File: src/rtl/cpu_bus_seq.sv
// rtl/cpu_bus_seq.sv - multi-beat request/done memory access sequencer for the 6502 RAM port
module cpu_bus_seq #(
    parameter int AW   = 16,
    parameter int DW   = 8,
    parameter int MAXB = 2,
    parameter int WAIT = 0,
    parameter int LW   = $clog2(MAXB + 1)
) (
    input  logic                clock,
    input  logic                reset_n,
    input  logic                req,
    input  logic                we,
    input  logic [AW-1:0]       addr,
    input  logic [LW-1:0]       len,
    input  logic                wrap_page,
    input  logic [MAXB*DW-1:0]  wdata,
    output logic                busy,
    output logic                done,
    output logic [MAXB*DW-1:0]  rdata,
    output logic [AW-1:0]       address,
    input  logic [DW-1:0]       i_data,
    output logic [DW-1:0]       o_data,
    output logic                wren,
    output logic                read
);

    localparam int KW = (MAXB > 1) ? $clog2(MAXB) : 1;
    localparam int CW = (WAIT > 0) ? $clog2(WAIT + 1) : 1;

    typedef enum logic [1:0] {IDLE, ADDR, DATA} state_t;

    state_t              state_q, state_d;
    logic [KW-1:0]       k_q, k_d;
    logic [KW-1:0]       last_q, last_d;
    logic [CW-1:0]       wcnt_q, wcnt_d;
    logic                we_q, we_d;
    logic                wrap_q, wrap_d;
    logic [AW-1:0]       base_q, base_d;
    logic [MAXB*DW-1:0]  wdata_q, wdata_d;
    logic [MAXB*DW-1:0]  rdata_q, rdata_d;
    logic [AW-1:0]       address_q, address_d;
    logic [DW-1:0]       o_data_q, o_data_d;
    logic                wren_q, wren_d;
    logic                read_q, read_d;
    logic                done_q, done_d;
    logic [KW-1:0]       kn;
    logic [KW-1:0]       eff_last;

    // Page wrap keeps the high address bits and rolls only the low byte.
    function automatic logic [AW-1:0] beat_addr(input logic [AW-1:0] base,
                                                input logic wrap, input logic [KW-1:0] k);
        logic [7:0] lo;
        lo = base[7:0] + 8'(k);
        if (wrap)
            beat_addr = {base[AW-1:8], lo};
        else
            beat_addr = base + AW'(k);
    endfunction

    always_comb begin
        state_d   = state_q;
        k_d       = k_q;
        last_d    = last_q;
        wcnt_d    = wcnt_q;
        we_d      = we_q;
        wrap_d    = wrap_q;
        base_d    = base_q;
        wdata_d   = wdata_q;
        rdata_d   = rdata_q;
        address_d = address_q;
        o_data_d  = o_data_q;
        wren_d    = wren_q;
        read_d    = read_q;
        done_d    = 1'b0;
        kn        = k_q + KW'(1);

        if (len == '0)
            eff_last = '0;
        else if (len > LW'(MAXB))
            eff_last = KW'(MAXB - 1);
        else
            eff_last = KW'(len - LW'(1));

        case (state_q)
            IDLE: begin
                wren_d = 1'b0;
                read_d = 1'b0;
                if (req) begin
                    we_d      = we;
                    base_d    = addr;
                    last_d    = eff_last;
                    wrap_d    = wrap_page;
                    wdata_d   = wdata;
                    rdata_d   = '0;
                    k_d       = '0;
                    wcnt_d    = '0;
                    address_d = addr;
                    state_d   = ADDR;
                    if (we) begin
                        wren_d   = 1'b1;
                        o_data_d = wdata[DW-1:0];
                    end else begin
                        read_d = 1'b1;
                    end
                end
            end
            ADDR: begin
                if (wcnt_q != CW'(WAIT)) begin
                    wcnt_d = wcnt_q + CW'(1);
                end else begin
                    wcnt_d = '0;
                    if (!we_q) begin
                        read_d  = 1'b0;
                        state_d = DATA;
                    end else if (k_q == last_q) begin
                        wren_d  = 1'b0;
                        done_d  = 1'b1;
                        state_d = IDLE;
                    end else begin
                        k_d       = kn;
                        address_d = beat_addr(base_q, wrap_q, kn);
                        o_data_d  = wdata_q[kn*DW +: DW];
                    end
                end
            end
            DATA: begin
                rdata_d[k_q*DW +: DW] = i_data;
                if (k_q == last_q) begin
                    done_d  = 1'b1;
                    state_d = IDLE;
                end else begin
                    k_d       = kn;
                    address_d = beat_addr(base_q, wrap_q, kn);
                    read_d    = 1'b1;
                    state_d   = ADDR;
                end
            end
            default: state_d = IDLE;
        endcase
    end

    always_ff @(posedge clock) begin
        if (!reset_n) begin
            state_q   <= IDLE;
            k_q       <= '0;
            last_q    <= '0;
            wcnt_q    <= '0;
            we_q      <= 1'b0;
            wrap_q    <= 1'b0;
            base_q    <= '0;
            wdata_q   <= '0;
            rdata_q   <= '0;
            address_q <= '0;
            o_data_q  <= '0;
            wren_q    <= 1'b0;
            read_q    <= 1'b0;
            done_q    <= 1'b0;
        end else begin
            state_q   <= state_d;
            k_q       <= k_d;
            last_q    <= last_d;
            wcnt_q    <= wcnt_d;
            we_q      <= we_d;
            wrap_q    <= wrap_d;
            base_q    <= base_d;
            wdata_q   <= wdata_d;
            rdata_q   <= rdata_d;
            address_q <= address_d;
            o_data_q  <= o_data_d;
            wren_q    <= wren_d;
            read_q    <= read_d;
            done_q    <= done_d;
        end
    end

    assign busy    = (state_q != IDLE);
    assign done    = done_q;
    assign rdata   = rdata_q;
    assign address = address_q;
    assign o_data  = o_data_q;
    assign wren    = wren_q;
    assign read    = read_q;

endmodule
File: config.mk
export PLATFORM = sky130hd
export DESIGN_NAME = cpu_bus_seq
export DESIGN_NICKNAME = d
export VERILOG_FILES = /design/src/rtl/cpu_bus_seq.sv
export SDC_FILE = /design/constraint.sdc
export NUM_CORES = 1
export LEC_CHECK = 0
export ABC_AREA = 1
export BUFFER_PORTS_ARGS = -buffer_cell sky130_fd_sc_hd__buf_2
export CORE_MARGIN = 5
export CORE_UTILIZATION = 48
export CTS_CLUSTER_DIAMETER = 100
export DETAILED_ROUTE_END_ITERATION = 16
export MAX_ROUTING_LAYER = met4
export PLACE_DENSITY = 0.76
export SETUP_SLACK_MARGIN = 0.02
export SLEW_MARGIN = 20
export SYNTH_ARGS = -nofsm -noshare
export SYNTH_HDL_FRONTEND = slang
export SYNTH_SLANG_ARGS = --single-unit
File: constraint.sdc
create_clock -name clock -period 1.7 [get_ports clock]
set_clock_uncertainty 0.05 [all_clocks]
set_input_delay 0.085 -clock clock [delete_from_list [all_inputs] [get_ports clock]]
set_output_delay 0.085 -clock clock [all_outputs]
set_load 0.005 [all_outputs]
==> results of run 1 <==
-- report_power, final --
part	switching (uW)	total, uW	internal [uW]
Clock	702	1520	820
Combinational	1500	2670	1170
Sequential	224	2480	2260
-- cell usage after synthesis, types with 3 or more instances --
| cell type | number |
|---|---|
| a21oi_1 | 71 |
| buf_2 | 4 |
| clkbuf_1 | 16 |
| dfxtp_1 | 81 |
| ha_1 | 6 |
| inv_1 | 47 |
| inv_2 | 4 |
| nand2_1 | 105 |
| nand3_1 | 15 |
| nand4_1 | 3 |
| nor2_1 | 74 |
| nor2_2 | 4 |
| o21ai_0 | 77 |
| o21ai_1 | 4 |
-- kinds of logic (layout without fill, tap and decap cells) --
kind of cell	after synthesis	count (layout)	share of synthesized area, %
simple gates	205	205	22.3
xor+xnor	4	4	1.16
buf+inv	77	229	8.53
fa+ha+maj	6	6	2.04
flops	81	81	44.0
compound gates	158	158	21.9
-- per-stage QoR --
| stage | area (um2) | hold slack, ns | power [uW] |
|---|---|---|---|
| floorplan | 3710 | 0.184 | 3730 |
| global placement | 4340 | 0.291 | 4390 |
| detailed placement | 4340 | 0.299 | 4450 |
| CTS | 5040 | 0.000187 | 6220 |
| global route | 5280 | 0.0349 | 7090 |
| finish | 5280 | 0.0243 | 6680 |
-- per-layer routing --
metal	GRT usage, %	wire length, um	share of wire [%]	up-vias
met1	26.0	4450	40	1825
met3	4.88	726	6.5	38
met2	38.1	5540	50	156
li1	-	-	-	2020
met5	-	0	0	-
met4	7.88	367	3.3	0
-- how the worst max path moves through the flow --
stage	to	start	slack [ns]
finish	address[5]	state_q[0]	-0.04
global route	address[5]	state_q[0]	-0.12
CTS	address[2]	state_q[0]	0.007
global placement	address[15]	state_q[0]	-0.006
floorplan	address[6]	k_q	0.04
detailed placement	address[14]	state_q[0]	-0.09
-- worst register-to-register path: cells and delay by family, from the launching register on --
| kind | cells | cell delay (ns) |
|---|---|---|
| AO/OA/AOI/OAI | 3 | 0.32 |
| adder cells (fa/ha/maj) | 1 | 0.17 |
| buffers and inverters | 5 | 0.53 |
| flip-flops | 1 | 0.36 |
| AND/OR/NAND/NOR | 3 | 0.21 |
-- state kept, by name (all words and copies together), names as in the netlist --
name,count
rdata,16
base_q,16
address,16
k_q,1
o_data,8
last_q,1
wren,1
done,1
we_q,1
state_q,2
read,1
wdata_q,16
wrap_q,1
-- layout make-up --
type	count	share of cell area [%]
timing repair inverter	2	0.474
sequential	81	30.8
clock buffer	10	2.42
timing repair buffer	160	21.9
inverter	52	4.07
multi-input combinational	373	36.4
clock inverter	5	1.54
tap	102	2.42
-- repair_timing --
action / 4_1_cts / 5_1_grt
endpoints found under the hold margin: 54 / 0
pin swaps: 3 / 9
setup endpoints to repair: 30 / 44
buffers inserted: 2 / 10
hold buffers: 39 / 0
resized for setup: 22 / 50
cloned: 1 / 2
-- placed cells by master (no fill, tap or decap), types with 4 or more instances in the layout --
master / instances
o21ai_1: 7
buf_4: 21
a21oi_2: 9
o21ai_2: 4
dfxtp_1: 79
dlygate4sd3_1: 39
o21ai_0: 71
nand2_1: 99
inv_2: 4
nand2_2: 8
buf_2: 89
a21oi_1: 61
buf_6: 6
nor2_2: 7
inv_1: 42
clkbuf_8: 9
nand3_1: 14
nor2_4: 7
nor2_1: 65
buf_12: 4
==> flow_summary.json, run 1 <==
{
  "coreArea_mm2": 0.00761,
  "path_class": "flop to flop",
  "nets": 732,
  "vias": 4039,
  "clockBufferDepth": 2,
  "start_util_pct": 48.4,
  "synth_cells": 531,
  "clock_sinks": 81,
  "hold_class": "input pin to flop",
  "min_from": "addr[13]",
  "drive_gt1_share_pct": 27.8,
  "yosysTopAreaCell": "dfxtp_1",
  "routedWlPerCell_um": 14.1,
  "routed_wl_mm": 11.1,
  "status": "finished, violations left",
  "fin_util_pct": 69.4,
  "ys_warn_count": 0,
  "cts_tree": "done",
  "finalCriticalPeriod_ns": 1.74,
  "dpl.hpwl_mm": 6.74,
  "synth_area_leaders": "dfxtp_1 44%, nand2_1 11%, o21ai_0 10%",
  "drv_slew": 0,
  "clk_pin_slew_worst_paths_ns": 0.09,
  "worst_setup_path_end_kind": "flop",
  "rows": 32,
  "fin_crit_sh_pct": 102,
  "p_per_area_mw_per_mm2": 1260,
  "worstPathArrival_ns": 1.94,
  "setup_viol": 3,
  "via_per_inst": 5.15,
  "grt_max_degree": 44,
  "fp.dieW_um": 97.6,
  "slowest_delay_ns": 0.36,
  "crit_path_cell_trace": "buf_6 -> ha_4 -> inv_4 -> nor2_4 -> nor2_2 -> nand2_2 -> a21oi_4 -> buf_6 -> buf_8 -> clkinv_8 -> a21oi_4 -> a21oi_2",
  "clk_latency_ns": 0.35,
  "synth.net_count": 584,
  "power.leakage_uw": 0.00227,
  "critical-path-top-delay-family": "buffers and inverters",
  "reg2reg_to": "address[5]",
  "cp_max_fo": 6,
  "die_h_um": 97.6,
  "cts_root_buf": "clkbuf_8",
  "overflow": 0,
  "multiInputGateArea_mm2": 0.00192,
  "finalSetupTns_ns": -0.0865,
  "drv_cap": 0,
  "grtUsageTotal_pct": 22.4,
  "critPathRequiredTime_ns": 1.90,
  "first_global_vias": 3806,
  "ff_latch_area_mm2": 0.00163,
  "finalNonFillerCells": 785,
  "avgSynthCellArea_um2": 6.94,
  "timing.fmax_mhz": 575,
  "path_buf_inv": 5,
  "post-place-ws_ns": -0.0924,
  "numCtsBuffers": 9,
  "r2r_slack_ns": -0.04,
  "rsz0062_at_grt": "true",
  "portBuffers": 89,
  "synth_edf_count": 0,
  "setup_ws_ns": -0.0398,
  "syn_area_mm2": 0.00368,
  "gp_congestion": 0.906,
  "cp.depth": 12,
  "seq_area_frac_synth_pct": 44.0,
  "ios": 91,
  "drc": 0,
  "maxSlewHeadroom_pct": 74.2,
  "ys.flop_type": "dfxtp_1",
  "placed_cells": 717,
  "synth_top_area_share_pct": 44.0,
  "worstRegToRegCells": 12,
  "antenna_cells": 0,
  "antenna_found_initial": 0,
  "hold_violations": 0,
  "hold_path_end": "base_q[13]",
  "die-area_mm2": 0.00953,
  "start_kind": "flop",
  "violations": "setup timing",
  "irDropWorstVdd_mv": 0.711,
  "cpMaxStageDelayCell": "dfxtp_4",
  "drtIter0Drc": 172,
  "htreeDepth": 3,
  "syn_to_final_growth_pct": 43.4,
  "whs_path_depth": 3,
  "postRouteAntennaNets": 0,
  "tightest_slew_ns": 0.377,
  "synth_cell_types": 30,
  "async_flop_share_pct": 0,
  "firstDrtPassIters": 4,
  "ys_seq_elements": 81,
  "fillCellCount": 635,
  "grt_pass1_wl_mm": 17.2,
  "reg2reg_from": "state_q[0]"
}
No activity file was read; power rests on OpenSTA's default activity.
==> inputs of run 2 (changes only) <==
--- a/config.mk
+++ b/config.mk
@@ -8,11 +8,11 @@
 export ABC_AREA = 1
 export BUFFER_PORTS_ARGS = -buffer_cell sky130_fd_sc_hd__buf_2
 export CORE_MARGIN = 5
-export CORE_UTILIZATION = 48
+export CORE_UTILIZATION = 57
 export CTS_CLUSTER_DIAMETER = 100
 export DETAILED_ROUTE_END_ITERATION = 16
 export MAX_ROUTING_LAYER = met4
-export PLACE_DENSITY = 0.76
+export PLACE_DENSITY = 0.85
 export SETUP_SLACK_MARGIN = 0.02
 export SLEW_MARGIN = 20
 export SYNTH_ARGS = -nofsm -noshare
==> constraint.sdc (replaced) <==
create_clock -name clock -period 2.11 [get_ports clock]
set_clock_uncertainty 0.05 [all_clocks]
set_input_delay 0.1055 -clock clock [delete_from_list [all_inputs] [get_ports clock]]
set_output_delay 0.1055 -clock clock [all_outputs]
set_load 0.005 [all_outputs]
==> flow_summary.json, run 2 (synthesis gave the netlist of run 1 again) <==
{
  "status": "complete, no violations",
  "p_per_area_mw_per_mm2": 1020,
  "hold_class": "input pin to flop",
  "layout_commonest_cell": "nand2_1",
  "worst_setup_path_end_kind": "flop",
  "layout_common_cells": "105 x nand2_1, 89 x buf_2, 80 x dfxtp_1",
  "setup_viol": 0,
  "grtUsageTotal_pct": 25.6,
  "die_h_um": 90.4,
  "fp.dieW_um": 90.4,
  "clk_pin_slew_worst_paths_ns": 0.08,
  "power_frac_comb_pct": 33.3,
  "drc": 0,
  "rsz0062_at_grt": "false",
  "cp_max_fo": 10,
  "net-switching-power_uw": 1790,
  "start_kind": "flop",
  "crit_top_cell": "nor2_1",
  "path_class": "flop to flop",
  "timing.fmax_mhz": 498,
  "power_frac_seq_pct": 41.0,
  "drv_slew": 0,
  "htreeDepth": 3,
  "maxSlewHeadroom_pct": 59.8,
  "antenna_found_initial": 0,
  "overflow": 0,
  "grt_pass1_wl_mm": 17.2,
  "power.leakage_uw": 0.00212,
  "ios": 91,
  "nets": 707,
  "fin_crit_sh_pct": 95.1,
  "coreArea_mm2": 0.00631,
  "firstDrtPassIters": 6,
  "start_util_pct": 58.3,
  "crit_path_cell_trace": "inv_1 -> ha_4 -> nor2_1 -> nor2_1 -> nand2_1 -> a21oi_4 -> buf_4 -> o21ai_1 -> a31oi_1",
  "cts_root_buf": "clkbuf_8",
  "timing.hold.ws_ns": 0.000152,
  "swShare_pct": 36.5,
  "portBuffers": 89,
  "drv_cap": 0,
  "use_met2_pct": 38.7,
  "postRouteAntennaNets": 0,
  "syn_to_final_growth_pct": 30.3,
  "hold_violations": 0,
  "die-area_mm2": 0.00817,
  "path_buf_inv": 2,
  "cts_tree": "done",
  "use_met3_pct": 6.75,
  "antenna_cells": 0,
  "fin_util_pct": 76.0,
  "multiInputGateArea_mm2": 0.00177,
  "via_per_inst": 5.50,
  "routed_wl_mm": 10.8,
  "vias": 4046,
  "fillCellCount": 471,
  "gp_congestion": 0.921,
  "routedWlPerCell_um": 14.7,
  "rows": 29,
  "tightest_slew_ns": 0.600,
  "top_usage_layer": "met2",
  "numCtsBuffers": 9,
  "finalSetupTns_ns": 0,
  "slowest_delay_ns": 0.39,
  "clk_latency_ns": 0.36,
  "dpl.hpwl_mm": 6.73,
  "grt_max_degree": 44,
  "irDropWorstVdd_mv": 0.734,
  "internal-power_uw": 3110,
  "p_clk_share_pct": 25.7,
  "clockBufferDepth": 2,
  "critPathRequiredTime_ns": 2.34,
  "clock_sinks": 81,
  "power_uw": 4890,
  "drtIter0Drc": 426,
  "drive_gt1_share_pct": 20.0,
  "finalCriticalPeriod_ns": 2.01,
  "ff_latch_area_mm2": 0.00162,
  "critical-path-top-delay-family": "compound AO/OA/AOI/OAI gates",
  "cpMaxStageDelayCell": "dfxtp_1",
  "use_met1_pct": 32.1,
  "worstPathArrival_ns": 2.23,
  "first_global_vias": 3788
}
-- run 2: changes by cell type in the layout (fill, tap and decap cells not counted), moves of 4 or more --
cell | before | now
o21ai_0 | 71 | 77
inv_1 | 42 | 47
nor2_1 | 65 | 74
nand2_2 | 8 | 2
nand2_1 | 99 | 105
a21oi_2 | 9 | 0
nor2_4 | 7 | 1
buf_12 | 4 | 0
a21oi_1 | 61 | 71
buf_6 | 6 | 0
buf_4 | 21 | 10
-- run 2: power groups by stage --
stage | clock network [uW] | logic [uW] | registers (uW)
5_1_grt | 1350 | 1810 | 2050
4_1_cts | 1270 | 1500 | 2000
3_3_place_gp | 0 | 1390 | 2020
2_1_floorplan | 0 | 971 | 2010
3_5_place_dp | 0 | 1430 | 2030
6_report | 1260 | 1630 | 2010
-- run 2: area by class of cell --
type	count	area share (%)
multi-input combinational	373	36.8
sequential	81	33.8
timing repair buffer	135	18.4
inverter	52	4.22
clock buffer	10	2.66
tap	77	2.01
clock inverter	6	1.88
timing repair inverter	2	0.235
-- run 2: final timing paths --
| kind | start | end | slack, ns | cells after the start |
|---|---|---|---|---|
| min | addr[7] | base_q[7] | 0.0002 | 3 |
| max reg2reg | state_q[0] | address[0] | 0.10 | 9 |
| max | state_q[0] | address[0] | 0.10 | 9 |
| min reg2reg | o_data[5] | o_data[5] | 0.39 | 2 |
-- run 2: tightest hold or removal path, cell delays in order --
cell and delay [ns]:
buf_2 0.09, o21ai_0 0.08, a21oi_1 0.10
-- run 2: metal layers --
metal	vias to the layer above	part of all wire [%]
met5	-	0
met4	0	3.0
met3	43	9.3
met2	240	47
met1	1794	41
li1	1969	-
-- run 2: through the flow --
stage	cell area, um2	worst slack, ns	cells
2_1_floorplan	3680	0.335	531
3_5_place_dp	4170	0.180	681
4_1_cts	4750	0.136	733
6_report	4800	0.104	736
5_1_grt	4800	0.00146	736
3_3_place_gp	4170	0.276	681
-- run 2: timing repair --
| item | 4_1_cts | 5_1_grt |
|---|---|---|
| hold buffers | 36 | 0 |
| endpoints found under the setup margin | 0 | 6 |
| resized for setup | 0 | 9 |
| buffers inserted | 0 | 1 |
| endpoints found under the hold margin | 48 | 0 |
